[config.mk]
export PLATFORM = sky130hd
export DESIGN_NAME = stim_driver
export DESIGN_NICKNAME = d
export VERILOG_FILES = /design/src/rtl/stim_driver_pkg.sv /design/src/rtl/stim_delay_line.sv /design/src/rtl/stim_driver.sv
export SDC_FILE = /design/constraint.sdc
export NUM_CORES = 1
export LEC_CHECK = 0
export BUFFER_PORTS_ARGS = -buffer_cell sky130_fd_sc_hd__clkbuf_2
export CORE_MARGIN = 5
export CORE_UTILIZATION = 35
export CTS_BUF_LIST = sky130_fd_sc_hd__clkbuf_8
export CTS_CLUSTER_DIAMETER = 30
export DETAILED_ROUTE_END_ITERATION = 10
export PLACE_DENSITY_LB_ADDON = 0.05
export SLEW_MARGIN = 40
export SYNTH_ARGS = -nofsm -noshare
export SYNTH_HDL_FRONTEND = slang
export SYNTH_SLANG_ARGS = --single-unit
[constraint.sdc]
create_clock -name clk_dut -period 17.45 [get_ports clk_dut]
set_input_delay 0.8725 -clock clk_dut [delete_from_list [all_inputs] [get_ports clk_dut]]
set_output_delay 0.8725 -clock clk_dut [all_outputs]
set_load 0.02 [all_outputs]
[src/rtl/stim_driver_pkg.sv]
// Shared types and constants for the stimulus driver.
package stim_driver_pkg;

  // Probe-measurement FSM states.
  typedef enum logic [2:0] {
    StFlush,
    StArmed,
    StCount,
    StDone,
    StFail
  } state_e;

  // Widest supported result; users slice DELAY_INVALID down to their DLY_W.
  localparam int unsigned DelayMaxW = 64;
  localparam logic [DelayMaxW-1:0] DELAY_INVALID = '1;

endpackage

[src/rtl/stim_delay_line.sv]
// Fixed-depth register delay line, async active-high reset to 0.
// LATENCY = 0 degenerates to a wire.
module stim_delay_line #(
  parameter int unsigned WIDTH   = 32,
  parameter int unsigned LATENCY = 3
) (
  input  logic             clk_dut,
  input  logic             reset,
  input  logic [WIDTH-1:0] data_i,
  output logic [WIDTH-1:0] data_o
);

  if (LATENCY == 0) begin : g_wire
    logic unused_clk_rst;
    assign unused_clk_rst = clk_dut ^ reset;
    assign data_o = data_i;
  end else begin : g_pipe
    logic [LATENCY-1:0][WIDTH-1:0] stage_q, stage_d;

    // Shift one stage toward the output every cycle.
    always_comb begin
      stage_d    = stage_q;
      stage_d[0] = data_i;
      for (int unsigned i = 1; i < LATENCY; i++) begin
        stage_d[i] = stage_q[i-1];
      end
    end

    // Stage registers.
    always_ff @(posedge clk_dut or posedge reset) begin
      if (reset) begin
        stage_q <= '0;
      end else begin
        stage_q <= stage_d;
      end
    end

    assign data_o = stage_q[LATENCY-1];
  end

endmodule

[src/rtl/stim_driver.sv]
// Stimulus driver: forwards LFSR operands to the DUT, injects a zero probe pair
// at a programmable slot and measures DUT pipeline latency; supplies
// monitor-aligned delayed copies of the driven operands.
// Build option: STIM_DRIVER_DELAY_MEAS_EN compiles in the FSM, probe injection
// and delay measurement; without it operands pass straight through.
module stim_driver
  import stim_driver_pkg::*;
#(
  parameter int unsigned WIDTH      = 32,
  parameter int unsigned LATENCY    = 3,
  parameter int unsigned SLOT_W     = 16,
  parameter int unsigned PROBE_SLOT = 16'hEEEE,
  parameter int unsigned DLY_W      = 16,
  parameter int unsigned TIMEOUT    = 1024
) (
  input  logic             clk_dut,
  input  logic             reset,
  input  logic [WIDTH-1:0] i_rand_a,
  input  logic [WIDTH-1:0] i_rand_b,
  input  logic [WIDTH-1:0] i_dut_out,
  input  logic             i_remeasure,
  output logic [WIDTH-1:0] o_drive_a,
  output logic [WIDTH-1:0] o_drive_b,
  output logic [WIDTH-1:0] o_drive_delayed_a,
  output logic [WIDTH-1:0] o_drive_delayed_b,
  output logic [DLY_W-1:0] o_dut_delay,
  output logic             o_delay_valid,
  output logic             o_timeout
);

  localparam logic [DLY_W-1:0] DelayInvalid = DELAY_INVALID[DLY_W-1:0];

  logic [SLOT_W-1:0] slot_q, slot_d;

  // Free-running slot counter, wraps naturally.
  always_comb begin
    slot_d = slot_q + SLOT_W'(1);
  end

  // Slot counter register.
  always_ff @(posedge clk_dut or posedge reset) begin
    if (reset) begin
      slot_q <= '0;
    end else begin
      slot_q <= slot_d;
    end
  end

`ifdef STIM_DRIVER_DELAY_MEAS_EN
  state_e            state_q, state_d;
  logic [DLY_W-1:0]  dly_q, dly_d;
  logic [DLY_W-1:0]  res_q, res_d;
  logic              probe;

  assign probe = (state_q == StArmed) && (slot_q == SLOT_W'(PROBE_SLOT));

  // FSM state register.
  always_ff @(posedge clk_dut or posedge reset) begin
    if (reset) begin
      state_q <= StFlush;
    end else begin
      state_q <= state_d;
    end
  end

  // Delay counter and latched result.
  always_ff @(posedge clk_dut or posedge reset) begin
    if (reset) begin
      dly_q <= '0;
      res_q <= '0;
    end else begin
      dly_q <= dly_d;
      res_q <= res_d;
    end
  end

  // Next-state and counter update.
  always_comb begin
    state_d = state_q;
    dly_d   = dly_q;
    res_d   = res_q;
    unique case (state_q)
      StFlush: begin
        // Wait for the DUT to drain whatever it held across reset.
        if (i_dut_out == '0) state_d = StArmed;
      end
      StArmed: begin
        if (probe) begin
          state_d = StCount;
          dly_d   = DLY_W'(1);
        end
      end
      StCount: begin
        if (i_dut_out == '0) begin
          state_d = StDone;
          res_d   = dly_q;
        end else if (dly_q == DLY_W'(TIMEOUT)) begin
          state_d = StFail;
        end else begin
          dly_d = dly_q + DLY_W'(1);
        end
      end
      StDone, StFail: begin
        if (i_remeasure) state_d = StArmed;
      end
      default: state_d = StFlush;
    endcase
  end

  // Output decode: probe mux and status.
  always_comb begin
    o_drive_a     = probe ? '0 : i_rand_a;
    o_drive_b     = probe ? '0 : i_rand_b;
    o_delay_valid = (state_q == StDone);
    o_timeout     = (state_q == StFail);
    o_dut_delay   = (state_q == StDone) ? res_q : DelayInvalid;
  end
`else
  logic unused_meas;
  assign unused_meas = ^{i_remeasure, i_dut_out, SLOT_W'(PROBE_SLOT), DLY_W'(TIMEOUT)};

  // Pass-through operands, measurement outputs tied off.
  always_comb begin
    o_drive_a     = i_rand_a;
    o_drive_b     = i_rand_b;
    o_delay_valid = 1'b0;
    o_timeout     = 1'b0;
    o_dut_delay   = DelayInvalid;
  end
`endif

  stim_delay_line #(
    .WIDTH  (WIDTH),
    .LATENCY(LATENCY)
  ) u_dly_a (
    .clk_dut(clk_dut),
    .reset  (reset),
    .data_i (o_drive_a),
    .data_o (o_drive_delayed_a)
  );

  stim_delay_line #(
    .WIDTH  (WIDTH),
    .LATENCY(LATENCY)
  ) u_dly_b (
    .clk_dut(clk_dut),
    .reset  (reset),
    .data_i (o_drive_b),
    .data_o (o_drive_delayed_b)
  );

endmodule

==> reports/metrics.yaml <==
status: "complete, no violations"
rsz0062_at_grt: "no"
path_cells: "clkbuf_2, clkbuf_2"
seqPwrFrac: 0.565
ys_types: 4
ir_drop_v: 0.0000561
synthTopCellsByArea: "dfrtp_1 88%, buf_4 11%, conb_1 0.14%"
tightestPinTransition_ps: 623
finalCritPeriodShare: 0.116
synth-seq-area-share: 0.885
antenna_found_initial: 0
p_total_uw: 835
cpPeakStageDelay_ps: 170
cp_max_fo: 2
cts_tree: "built"
finalMaxSlewViolations: 0
cellInternalPower_uw: 642
port_buffers: 193
ant_nets: 0
whs_path_depth: 0
worst-path-buf-inv: 2
crit_type: "primary input to output pin"
post_cts_resize_count: 0
routed_wl_um: 8020
grt_overflow_total: 0
finalHoldViolCount: 0
cp_slowest_cell: "clkbuf_2"
root_buffer: "clkbuf_8"
synthToLayoutAreaGrowth_pct: 20.3
num_io_pins: 245
swShare: 0.231
grt_pass1_vias: 2522
synthArstFlopShare: 1.00
fill_cells: 1395
num_antenna_cells: 0
start_util: 0.357
reg2reg_from: "u_dly_a.g_pipe.stage_d[75]"
tns_ps: 0
dr.pass1.iters: 3
multi_input_area_sq_um: 67.6
powerDensity_nw_per_um2: 128
core_area_sq_um: 15200
row_count: 45
drt-initial-drc-count: 89
dr_total_vias: 2354
p_switching_uw: 193
ys_ff_latch: 192
maxCapViolCount: 0
post-cts-setup-buffer-count: 0
gp_congestion: 0.640
holdCritPathClass: "register to register"
final_layout_size_suffix_gt1_frac: 0.517
r2r_slack_ps: 16960
numCtsBuffers: 17
r2r_end: "u_dly_a.data_o[11]"
clkPwrFrac: 0.367
register_area_sq_um: 4800
drcViolationCount: 0
leakage_uw: 0.00334
synth_edf_count: 0
synthCells: 277
crit_path_frequent_cell: "clkbuf_2"
required_ps: 16580
end_kind: "output pin"
crit_family: "buffers and inverters"
avgSynthCellArea_sq_um: 19.6
synth_ff_type: "dfrtp_1"
wl_per_cell_um: 12.8
post-dp-hpwl_um: 5400
fp.dieW_um: 135
holdPathEnd: "u_dly_b.g_pipe.stage_d[78]"
hold_buffers: 0
fmax_mhz: 494
hp-start: "u_dly_b.g_pipe.stage_d[46]"
post-route-util: 0.430
die_h_um: 135
yosysTopAreaCell: "dfrtp_1"
synth_most_common_cell: "dfrtp_1"
grt_pass1_wl_um: 12500
dieArea_sq_um: 18100
critical_path.startpoint_type: "primary input"
cts_buffer_depth: 2
clock_latency_ps: 430
yosysWarnings: 0
syn-cell-area_sq_um: 5430
final_nets: 523
setup_violations: 0
htree_levels: 4
comb_power_share: 0.068
grt_max_degree: 130
yosysTopAreaCellShare: 0.885
r2r_cells: 0
grt_usage: 0.0921
clock_skew_ps: 6.54
clk_pin_slew_ps: 90
clock-sinks: 192
period_needed_ps: 2020
critical_path_arrival_ps: 1150
slew_headroom: 0.585
netlist_top_cells_count: "192 x dfrtp_1, 82 x buf_4, 2 x conb_1, 1 x inv_1"
viasPerCell: 3.77
==> cells by family (layout without fill, tap and decap cells) <==
family	after synthesis	in the layout	share of synthesized area
flip-flops	192	192	0.885
buffers and inverters	83	227	0.114
other	2	18	0.00138
==> per-stage QoR <==
step                      hold WS, ps  setup WS [ps]  area (sq um)  cells
after global routing              355          15410          6540    625
final                             347          15430          6540    625
after CTS                         353          15420          6530    625
after detailed placement          335          14930          6090    593
after global placement            331          14970          6090    593
after floorplan                   331          11350          5490    293
==> registers in the layout, indices dropped and copies added (netlist names) <==
register                cells
u_dly_a.g_pipe.stage_d     64
u_dly_b.g_pipe.stage_d     64
u_dly_a.data_o             32
u_dly_b.data_o             32
==> how the worst max path moves through the flow <==
| stage | startpoint | endpoint | slack [ps] | cells past startpoint |
|---|---|---|---|---|
| 2_1_floorplan | reset | u_dly_a.data_o[0] | 11350 | 1 |
| 6_report | i_rand_a[15] | o_drive_a[15] | 15430 | 2 |
| 5_1_grt | i_rand_a[16] | o_drive_a[16] | 15410 | 2 |
| 3_5_place_dp | reset | u_dly_a.g_pipe.stage_d[40] | 14930 | 3 |
| 4_1_cts | i_rand_a[16] | o_drive_a[16] | 15420 | 2 |
| 3_3_place_gp | reset | u_dly_a.g_pipe.stage_d[40] | 14970 | 3 |
==> final cells by class <==
class                      instances  area share
sequential                       192       0.735
timing repair buffer             194       0.150
clock buffer                      18      0.0379
tap                              188      0.0360
clock inverter                    14      0.0285
multi-input combinational         18      0.0103
inverter                           1     0.00249
==> placed cells by master (no fill, tap or decap) <==
cell type / count
clkbuf_2: 193
dfrtp_1: 192
conb_1: 18
clkbuf_8: 18
bufinv_16: 4
clkinv_2: 4
inv_6: 4
clkinv_8: 1
clkinvlp_4: 1
inv_1: 1
buf_6: 1
==> routing by layer <==
layer,GRT usage,part of all wire
met5,0,0
met1,0.108,0.38
met2,0.139,0.49
met4,0.0390,0.011
met3,0.0529,0.12
==> power groups by stage <==
stage | Clock [uW] | Sequential (uW) | Combinational, uW
detailed placement | 0 | 481 | 58.7
global placement | 0 | 480 | 58.9
global route | 339 | 475 | 62.5
floorplan | 0 | 490 | 34.3
CTS | 322 | 473 | 58.8
finish | 307 | 472 | 56.9
Note: power is estimated with default switching activity, not from simulation.
